### src/rtl/instr_mem_loader.sv
// instr_mem_loader: fills instruction memory from a byte stream before the CPU runs.
// The stream is a big-endian 16-bit word count followed by big-endian 32-bit words.
// Each assembled word gets one write cycle. busy stalls CPU fetch while a session runs.
module instr_mem_loader #(
    parameter  int unsigned MAX_WORDS = 256,
    parameter  int unsigned ADDR_STEP = 4,
    localparam int unsigned ADDR_W    = 32,
    localparam int unsigned DATA_W    = 32,
    localparam int unsigned BYTE_W    = 8,
    localparam int unsigned CNT_W     = 16
) (
    input  logic              clk,
    input  logic              rst_n,
    input  logic              start,
    input  logic [ADDR_W-1:0] base_addr,
    input  logic              in_valid,
    input  logic [BYTE_W-1:0] in_data,
    output logic              in_ready,
    output logic              mem_we,
    output logic [ADDR_W-1:0] mem_addr,
    output logic [DATA_W-1:0] mem_wdata,
    output logic              busy,
    output logic              done,
    output logic              error,
    output logic [CNT_W-1:0]  word_count
);

    localparam int unsigned SHIFT_W = DATA_W - BYTE_W;
    localparam int unsigned IDX_W   = 2;

    typedef enum logic [2:0] {
        IDLE   = 3'd0,
        LEN_HI = 3'd1,
        LEN_LO = 3'd2,
        DATA   = 3'd3,
        WRITE  = 3'd4,
        DONE   = 3'd5,
        ERR    = 3'd6
    } state_t;

    state_t state_q;
    state_t state_d;

    logic [CNT_W-1:0]   len_q;
    logic [IDX_W-1:0]   byte_idx_q;
    logic [ADDR_W-1:0]  addr_q;
    logic [SHIFT_W-1:0] shift_q;

    logic               accept_c;
    logic               start_ok_c;
    logic               last_byte_c;
    logic               last_word_c;
    logic [CNT_W-1:0]   len_c;

    logic               in_ready_d;
    logic               busy_d;
    logic               done_d;
    logic               error_d;
    logic               mem_we_d;

    // Handshake and session-control decodes
    assign accept_c    = in_valid & in_ready;
    assign start_ok_c  = start & ((state_q == IDLE) | (state_q == DONE) | (state_q == ERR));
    assign last_byte_c = (byte_idx_q == IDX_W'(3));
    assign last_word_c = (CNT_W'(word_count + CNT_W'(1)) == len_q);
    assign len_c       = {len_q[CNT_W-1:BYTE_W], in_data};

    // State register
    always_ff @(posedge clk or negedge rst_n) begin
        if (!rst_n) begin
            state_q <= IDLE;
        end else begin
            state_q <= state_d;
        end
    end

    // Next-state logic
    always_comb begin
        state_d = state_q;
        case (state_q)
            IDLE, DONE, ERR: begin
                if (start) begin
                    state_d = LEN_HI;
                end
            end
            LEN_HI: begin
                if (accept_c) begin
                    state_d = LEN_LO;
                end
            end
            LEN_LO: begin
                if (accept_c) begin
                    if (len_c == '0) begin
                        state_d = DONE;
                    end else if (len_c > CNT_W'(MAX_WORDS)) begin
                        state_d = ERR;
                    end else begin
                        state_d = DATA;
                    end
                end
            end
            DATA: begin
                if (accept_c && last_byte_c) begin
                    state_d = WRITE;
                end
            end
            WRITE: begin
                state_d = last_word_c ? DONE : DATA;
            end
            default: begin
                state_d = IDLE;
            end
        endcase
    end

    // Output decode of the upcoming state, registered below
    always_comb begin
        in_ready_d = 1'b0;
        busy_d     = 1'b0;
        done_d     = 1'b0;
        error_d    = 1'b0;
        mem_we_d   = 1'b0;
        case (state_d)
            LEN_HI, LEN_LO, DATA: begin
                in_ready_d = 1'b1;
                busy_d     = 1'b1;
            end
            WRITE: begin
                busy_d   = 1'b1;
                mem_we_d = 1'b1;
            end
            DONE: begin
                done_d = 1'b1;
            end
            ERR: begin
                error_d = 1'b1;
            end
            default: begin
                in_ready_d = 1'b0;
            end
        endcase
    end

    // Control output registers
    always_ff @(posedge clk or negedge rst_n) begin
        if (!rst_n) begin
            in_ready <= 1'b0;
            busy     <= 1'b0;
            done     <= 1'b0;
            error    <= 1'b0;
            mem_we   <= 1'b0;
        end else begin
            in_ready <= in_ready_d;
            busy     <= busy_d;
            done     <= done_d;
            error    <= error_d;
            mem_we   <= mem_we_d;
        end
    end

    // Length capture, word assembly, write address/data and word counting
    always_ff @(posedge clk or negedge rst_n) begin
        if (!rst_n) begin
            len_q      <= '0;
            byte_idx_q <= '0;
            addr_q     <= '0;
            shift_q    <= '0;
            mem_addr   <= '0;
            mem_wdata  <= '0;
            word_count <= '0;
        end else begin
            if (start_ok_c) begin
                addr_q     <= base_addr;
                word_count <= '0;
                byte_idx_q <= '0;
            end
            if (accept_c) begin
                case (state_q)
                    LEN_HI: begin
                        len_q[CNT_W-1:BYTE_W] <= in_data;
                    end
                    LEN_LO: begin
                        len_q[BYTE_W-1:0] <= in_data;
                    end
                    DATA: begin
                        shift_q    <= {shift_q[SHIFT_W-BYTE_W-1:0], in_data};
                        byte_idx_q <= IDX_W'(byte_idx_q + IDX_W'(1));
                        // Fourth byte completes the word; present it on the write port
                        if (last_byte_c) begin
                            mem_addr  <= addr_q;
                            mem_wdata <= {shift_q, in_data};
                        end
                    end
                    default: begin
                        len_q <= len_q;
                    end
                endcase
            end
            // Word written this cycle: advance count and address (address wraps mod 2^32)
            if (state_q == WRITE) begin
                word_count <= CNT_W'(word_count + CNT_W'(1));
                addr_q     <= ADDR_W'(addr_q + ADDR_W'(ADDR_STEP));
            end
        end
    end

endmodule

### config.mk
export PLATFORM = sky130hd
export DESIGN_NAME = instr_mem_loader
export DESIGN_NICKNAME = d
export VERILOG_FILES = /design/src/rtl/instr_mem_loader.sv
export SDC_FILE = /design/constraint.sdc
export NUM_CORES = 1
export LEC_CHECK = 0
export CAP_MARGIN = 10
export CORE_ASPECT_RATIO = 1.5
export CORE_UTILIZATION = 53
export CTS_CLUSTER_DIAMETER = 120
export CTS_CLUSTER_SIZE = 24
export DETAILED_ROUTE_END_ITERATION = 10
export PLACE_DENSITY_LB_ADDON = 0.25
export SETUP_SLACK_MARGIN = 0.1
export SLEW_MARGIN = 20
export SYNTH_ARGS = -nofsm -noshare
export SYNTH_HDL_FRONTEND = slang
export SYNTH_SLANG_ARGS = --single-unit
### constraint.sdc
create_clock -name clk -period 3.3 [get_ports clk]
set_input_delay 0.66 -clock clk [delete_from_list [all_inputs] [get_ports clk]]
set_output_delay 0.66 -clock clk [all_outputs]
set_load 0.02 [all_outputs]
; ---- Word level (Yosys, flattened, before mapping)
; Index checks and enable logic that the tools add are counted.
[word_totals]
romBits = 0
elab_cells = 67
ramBits = 0
n_memories = 0
latch_bits = 0
register_bits = 162
[op_classes]
muxes = 20
n_addsub = 3
n_shift = 0
eq_ne = 14
reduce_logical = 11
bitwise_logic = 4
div = 0
n_mul = 0
magnitude_cmp = 1
[op_table]
columns = cell, count
row1 = two-way mux 32 bit, 2
row2 = "adder 32 x 3 -> 32 bit, second input constant", 1
row3 = two-way mux 16 bit, 2
row4 = two-way mux 3 bit, 7
row5 = "== test 3 bit, second input constant", 6
row6 = "adder 16 x 1 -> 16 bit, second input constant", 1
row7 = == test 16 bit, 1
row8 = "> comparator 16 x 9 -> 1 bit, second input constant", 1
row9 = logical NOT 16 bit, 1
row10 = one-hot mux 3 bit (5 select lines), 1
row11 = "== test 3 x 2 -> 1 bit, second input constant", 4
row12 = "== test 3 x 1 -> 1 bit, second input constant", 2
row13 = two-way mux 2 bit, 3
row14 = AND reduction 2 bit, 3
row15 = OR reduction 3 bit, 2
row16 = two-way mux 1 bit, 5
row17 = OR reduction 4 bit, 1
row18 = logical NOT 3 bit, 1
row19 = AND reduction 3 bit, 1
row20 = "adder 2 x 1 -> 2 bit, second input constant", 1
row21 = bitwise AND 1 bit, 2
row22 = "== test 2 bit, second input constant", 1
row23 = bitwise OR 1 bit, 2
row24 = nonzero test 2 bit, 1
row25 = logical AND 1 bit, 1

; ---- Longest topological paths before layout
; Gate-level depths: netlist (run 1).
[logic_depth]
word_depth = 8
mapped_depth = 9
mapped_depth_nobuf = 8

; ---- Worst setup path after synthesis (run 1)
; No wires, ideal clock.
[synth_path]
kind = reg2reg
startpoint = reg word_count[1]
endpoint = reg busy
required_time_ns = 3.176
setup_time_ns = 0.124
arrival_ns = 2.519
n_path_buf = 1
period_less_slack_ns = 2.643
stages_incl_launch_ff = 10
setup_slack_ns = 0.657
cell_sequence = dfrtp_1 ha_1 and3_1 buf_2 nand3_1 nor4b_1 a311oi_4 nor4_4 a31oi_1 or2_1
[synth_via]
elab_chain_len = 7
word_cells_on_any_way = 10
cone_classes = add/sub (1) / eq/ne (5) / mux (3) / reduce/logical (1)
[synth_rtl]
columns = element, line_no
row1 = from (decl), 25  ; output logic [CNT_W-1:0] word_count
row2 = from (signal assigned), 201  ; word_count <= CNT_W'(word_count + CNT_W'(1));
row3 = adder 16 x 1 -> 16 bit (*), 65  ; assign last_word_c = (CNT_W'(word_count + CNT_W'(1)) == len_q);
row4 = == test 16 bit (*), 65
row5 = two-way mux 3 bit (*), 108  ; state_d = last_word_c ? DONE : DATA;
row6 = one-hot mux 3 bit (5 select lines) (*), 80  ; case (state_q)
row7 = "== test 3 bit, or another cell as far along", 123  ; case (state_d)
row8 = OR reduction 4 bit (no line) (*), n/a
row9 = two-way mux 1 bit (*), 123
row10 = named net busy_d, 56  ; logic busy_d;
row11 = to (signal assigned), 154  ; busy <= busy_d;
row12 = to (decl), 22  ; output logic busy,
; Mark *: on every way through the listed nets, which the timed path passes. The rest lies on a longest branch.
; A chain may end at the register's enable or synchronous reset.

; ---- Worst setup path in the final report (run 1)
; Same ends and word-level chain as after synthesis.

==> results of run 1 <==
==> how the worst max path moves through the flow <==
stage / start / to / slack, ps / depth (start not counted)
final: word_count[1] / busy / 500 / 8
after global routing: word_count[1] / busy / 310 / 8
after CTS: word_count[1] / busy / 530 / 8
after detailed placement: in_data[5] / busy / 350 / 8
after global placement: in_data[5] / busy / 450 / 8
after floorplan: word_count[1] / busy / 660 / 9
==> stage by stage <==
stage          cells  power [W]  utilization [%]  setup slack, ps
2_1_floorplan    784   0.004643                -            657.1
3_3_place_gp    1082   0.005491            64.79            453.0
3_5_place_dp    1082   0.005602            64.79            351.4
4_1_cts         1114   0.007587            69.02            532.8
5_1_grt         1114   0.007972            69.02            312.9
6_report        1114   0.007571            69.02            500.3
==> layout by cell type, fill, tap and decap left out, types with 9 or more instances in the layout <==
| master | Yosys | final |
|---|---|---|
| nand2_1 | 235 | 235 |
| dfrtp_1 | 162 | 162 |
| clkdlybuf4s50_1 | 0 | 127 |
| mux2_2 | 46 | 46 |
| nand3_1 | 34 | 34 |
| nor2_1 | 33 | 33 |
| o21ai_0 | 27 | 27 |
| clkbuf_16 | 0 | 17 |
| a21oi_1 | 16 | 16 |
| buf_4 | 1 | 16 |
| xnor2_1 | 15 | 15 |
| nand4_1 | 13 | 13 |
| inv_1 | 13 | 13 |
| nor4_1 | 11 | 11 |
| o211ai_1 | 11 | 11 |
| nor3_1 | 9 | 9 |
| a31oi_1 | 9 | 9 |
==> worst reg2reg max path, cell delays in order (launching register included) <==
cell,delay [ps]
dfrtp_1,470
ha_1,320
and3_1,310
nand3_1,240
nor4b_1,560
a311oi_4,100
nor4_4,310
a31oi_1,150
or2_1,220
==> layer usage <==
layer  up-vias  routed length [µm]
met3        48                 969
met4         0                 625
met2       249               10360
li1       2995                   -
met1      3135                7766
met5         -                   0
==> kinds of logic after synthesis <==
| family | after synthesis | share of synthesized area, % |
|---|---|---|
| AND/OR/NAND/NOR | 375 | 22.18 |
| flip-flops | 162 | 53.62 |
| AO/OA/AOI/OAI | 119 | 11.17 |
| buffers and inverters | 55 | 2.863 |
| multiplexers | 46 | 6.852 |
| XOR/XNOR | 22 | 2.549 |
| adder cells (fa/ha/maj) | 5 | 0.7614 |
==> sequential cells by signal, indices dropped and copies added (netlist names) <==
register and cells:
byte_idx_q 2, mem_addr 32, shift_q 24, in_ready 1
done 1, word_count 16, mem_wdata 32, len_q 16
error 1, addr_q 32, mem_we 1, busy 1
state_q 3
==> area by class of cell <==
class | instances | area [µm²]
clock buffers | 17 | 425.4
fillers | 1094 | 4335
well taps | 192 | 240.2
inverters | 16 | 60.06
repair buffers | 145 | 1423
flip-flops and latches | 162 | 4054
multi-input cells | 567 | 3289
clock inverters | 15 | 165.2
==> power by group <==
part	switching, W	internal, W
clock network	0.000890	0.00108
registers	0.000667	0.00259
logic	0.00123	0.00112
total	0.00279	0.00478
==> impl_results.md, run 1 <==
* Startpoint class of the critical path: flip-flop
* Final setup viols at 0
* Synth unique cells at between 60 and 70
* Share of cells above drive strength 1 at about an eighth
* Boundary Pins at around 130
* Reg2reg end: busy
* H-tree depth at 4
* Post-synth net total at between 800 and 900
* Largest net degree at the start of global routing at 80
* Clock Root Buffer: clkbuf_16
* Max Cap Viol at 0
* Hold Slack at 172.6 ps
* Starting Density at a little over half
* IO buf count at 128
* # DRC at 0
* Placed inst area at between 9000 and 10000 µm²
* Status: finished clean
* Worst Path Required at about 3600 ps
* GRT Overall Usage at around 28%
* Cell family with most CP delay: simple AND/OR/NAND/NOR gates
* Vias/cell at 5.769
* CP max stage delay at 560 ps
* Tmin final at 2800 ps
* Reg2Reg Setup Slack at between 500 and 600 ps
* M3 GR Usage at ~5%
* Top cell type's share of synthesized area at between 50% and 60%
* Crit share post-route at a little over four fifths
* Area growth, synth to finish at 27.74%
* Worst Path Arrival at 3110 ps
* Tightest Pin Transition at around 640 ps
* Remaining antenna violation count at 0
* WL final at 19720 µm
* Synth Instances at ~800
* GR peak layer: met2
* RSZ-0062 raised after global routing: false
* Number of antenna violations at the first check in global routing at 0
* CTS resizes at 0
* Routed wire per std cell at 17.70 µm
* Worst Path Max Fanout at 7
* Sequential share of the synthesized area at 53.62%
* Bufs and invs on worst path at 0
* Max VDD drop at slightly below 500 µV
* Met1 usage at approximately a third
* Hold Crit Class: input port to asynchronous set/reset pin
* Critical Path Slowest Stage Cell: nor4b_1
* Ant diodes at 0
* Core Footprint at about 14000 µm²
* Final Hold Vio Count at 0
* Die H at ~150 µm
* Yosys warns at 0
* Slew margin rel. at 56.99%
* Worst-path clk slew at about 70 ps
* Worst R2R Start: word_count[1]
* Static leakage at 4.327 nW
* Seq cells post-synth at 162
* Fin. max-slew vios at 0
* CP endpoint kind: flip-flop
* # hold bufs at CTS at 0
* Dpl hpwl at roughly 14000 µm
* Max Clk Rate at between 0.3 and 0.4 GHz
* Synth Cell Area at 7560 µm²
* Length of the first detailed-routing pass in iterations at 6
* Post-synth top flop: dfrtp_1
* Number of CTS-inserted buffers at 17
* Die Area at approximately 15000 µm²
* Worst R2R Path Depth at 8
* Via count at between 6k and 7k
* Cell accounting for the most synthesized area: dfrtp_1
* GRT met2 Usage at about half
* Fraction of registers with async set/reset at 100.0%
* Global-route wire length before repair at about 33000 µm
* Post-synth EDFFs at 0
* Clock tree from TritonCTS: yes
* Pwr dens at approximately 800 nW/µm²
* Design area at between 9000 and 10000 µm²
* Setup Buffers After CTS at 0
* Layout Skew at 9.596 ps
* Initial drt markers at between 400 and 500
* Most common cell in the netlist: nand2_1
* Setup CP Type: flip-flop to flip-flop
* Placer congestion estimate at between 0.9 and 1
* Worst skew pair latency at around 430 ps
* Synth cell count leaders: nand2_1, dfrtp_1, mux2_2
* Area contributors post-synth: dfrtp_1, nand2_1, mux2_2, nand3_1, o21ai_0
* CTS sink count at 162
* Vias in the first global route at roughly 6.5k
* Nets at ~960
* Rows at 53
* Avg Cell Area, Syn at ~9.6 µm²
* Critical-path cell list: ha_1 -> and3_1 -> nand3_1 -> nor4b_1 -> a311oi_4 -> nor4_4 -> a31oi_1 -> or2_1
* Setup TNS at 0 ps
* Horiz. Die Dim at 99.52 µm
* Clock Tree Buf Depth at 2
* Grt total ovfl at 0
(Power assumes the default switching activity.)
==> run 2: changes to the inputs <==
clock period = 2.9 ns   (was 3.3 ns; I/O delays follow)
==> run 2 against run 1 <==
  * The flow now finishes with violations (design-rule violations)
  * Non-clock buffer count increased by 16
  * Total power increased by 13%
  * Sequential share of layout area decreased by 0.47 points
  * Global-route usage decreased by 0.45 points
  * Sequential cell count unchanged
  * Core utilization increased by 0.78 points
  * Critical path depth unchanged
  * Count of clock-buffer cells in the layout unchanged
  * Worst hold slack got worse by 41 ps
  * Clock skew increased by 2.0 ps
  * Setup slack got worse by 180 ps
==> impl_results.md, run 2 (synthesis gave the netlist of run 1 again) <==
* Status: complete, but fails checks
* Failing checks: design-rule violations
* Critical-path cell list: ha_1 -> nand4_1 -> nor4_1 -> and3_1 -> and4_1 -> nand2_1 -> or3_1 -> nand3_1
* Share of cells above drive strength 1 at 13.22% (+1.5 points)
* # DRC at 2 (+2)
* Max VDD drop at 607.3 µV (+22%)
* Rows at 53 (unchanged)
* Global-route wire length before repair at 32320 µm (-1.1%)
* Worst Path Required at 3250 ps (-360 ps)
* Horiz. Die Dim at 99.52 µm (unchanged)
* Die Area at 14760 µm² (unchanged)
* Vias/cell at 5.796 (+0.46%)
* Number of CTS-inserted buffers at 17 (unchanged)
* Number of antenna violations at the first check in global routing at 0 (unchanged)
* Vias in the first global route at 6552 (+0.15%)
* Tightest Pin Transition at 618.8 ps (-20.46 ps)
* Worst Path Max Fanout at 6 (-1)
* Setup WS pre-CTS at 141.1 ps (-210.4 ps)
* Clock Tree Buf Depth at 2 (unchanged)
* Bufs and invs on worst path at 0 (unchanged)
* CP endpoint kind: flip-flop
* Routed wire per std cell at 17.54 µm (-0.94%)
* Dpl hpwl at 13870 µm (-0.89%)
* Max Clk Rate at 0.3875 GHz (+8.5%)
* Die H at 148.3 µm (unchanged)
* Setup Buffers After CTS at 0 (unchanged)
* Slew margin rel. at 58.36% (+1.4 points)
* Startpoint class of the critical path: flip-flop
* IO buf count at 128 (unchanged)
* Most common cell after layout, fill and taps aside: nand2_1
* CTS sink count at 162 (unchanged)
* Pwr dens at 876.6 nW/µm² (+12%)
* Worst skew pair latency at 420 ps (about the same)
* Via count at 6549 (+1.9%)
* Tmin final at 2581 ps (-219.1 ps)
* GRT Overall Usage at 27.94% (-0.45 points)
* Final Hold Vio Count at 0 (unchanged)
* Ant diodes at 0 (unchanged)
* Max Cap Viol at 0 (unchanged)
* Area growth, synth to finish at 29.18%
* CP max stage delay at 490 ps (-70 ps)
* Largest net degree at the start of global routing at 69 (-14%)
* Crit share post-route at 88.99% (+4.1 points)
* Setup CP Type: flip-flop to flip-flop
* Cell family with most CP delay: simple AND/OR/NAND/NOR gates
* Placer congestion estimate at 0.9921 (+3.8%)
* Final Worst Setup Slack at 319.4 ps (-180.9 ps)
* WL final at 19820 µm (+0.48%)
* Length of the first detailed-routing pass in iterations at 8 (+2)
* Clock Root Buffer: clkbuf_16
* CTS resizes at 0 (unchanged)
* Critical Path Slowest Stage Cell: nor4_1
* Most frequent cells in the layout: nand2_1, dfrtp_1, clkdlybuf4s50_1
* H-tree depth at 4 (unchanged)
* # hold bufs at CTS at 0 (unchanged)
* Hold Crit Class: input port to asynchronous set/reset pin
* Remaining antenna violation count at 0 (unchanged)
* RSZ-0062 raised after global routing: false
* Static leakage at 4.400 nW (+1.7%)
* Nets at 972 (+1.7%)
* Core Footprint at 13990 µm² (unchanged)
* Initial drt markers at 413 (+0.98%)
* Clock tree from TritonCTS: yes
* Starting Density at 54.03% (unchanged)
* Final setup viols at 0 (unchanged)
* Worst-path clk slew at 70 ps (about the same)
* Fin. max-slew vios at 0 (unchanged)
* Worst Path Arrival at 2930 ps (-180 ps)
* Setup TNS at 0 ps (unchanged)
* Largest regs: addr_q x32, mem_addr x32, mem_wdata x32
* Grt total ovfl at 0 (unchanged)
* Layout Skew at 11.64 ps (+2.046 ps)
* Boundary Pins at 129 (unchanged)
run 2: cell count changes in the layout (fill, tap and decap cells not counted), sizes merged:
cell	change
buf	+16
clkinv	-2
bufinv	-1
clkinvlp	+1
inv	+2
run 2: cell type report:
cell class | instances | area [µm²]
Inverter | 16 | 60.06
Tap cell | 192 | 240.2
Sequential cell | 162 | 4054
Clock inverter | 15 | 141.4
Timing Repair Buffer | 161 | 1555
Multi-Input combinational cell | 567 | 3289
Clock buffer | 17 | 425.4
Fill cell | 1069 | 4227
run 2: worst paths after layout:
kind	startpoint	endpoint	slack (ps)	cells past startpoint
max	addr_q[2]	addr_q[28]	320	8
min	rst_n	mem_addr[1]	130	1
max reg2reg	addr_q[2]	addr_q[28]	320	8
min reg2reg	shift_q[17]	mem_wdata[25]	470	2
max in group asynchronous	rst_n	mem_wdata[14]	1880	2
min in group clk	shift_q[17]	mem_wdata[25]	470	2
run 2: per-stage QoR:
step | utilization (%) | std cells | total power (W) | area [µm²] | hold WS (ps)
after floorplan | - | 784 | 0.005283 | 7560 | 284.4
after global placement | 65.74 | 1098 | 0.006247 | 9199 | 447.1
after detailed placement | 65.74 | 1098 | 0.006398 | 9199 | 456.7
after CTS | 69.79 | 1130 | 0.008581 | 9766 | 148.4
after global routing | 69.79 | 1130 | 0.009022 | 9766 | 167.5
final | 69.79 | 1130 | 0.008560 | 9766 | 131.4
run 2: power breakdown:
group	internal [W]	leakage [nW]	total (W)	switching, W
sequential	0.00295	2.12	0.00369	0.000745
combinational	0.00131	2.01	0.00272	0.00141
clock	0.00114	0.269	0.00215	0.00101
run 2: metal layers:
metal	track usage [%]	share of wire [%]	vias to the layer above
li1	-	-	3026
met1	34.58	40	3196
met2	47.50	51	272
met3	4.605	5.0	55
met4	13.46	3.4	0
met5	0	0	-
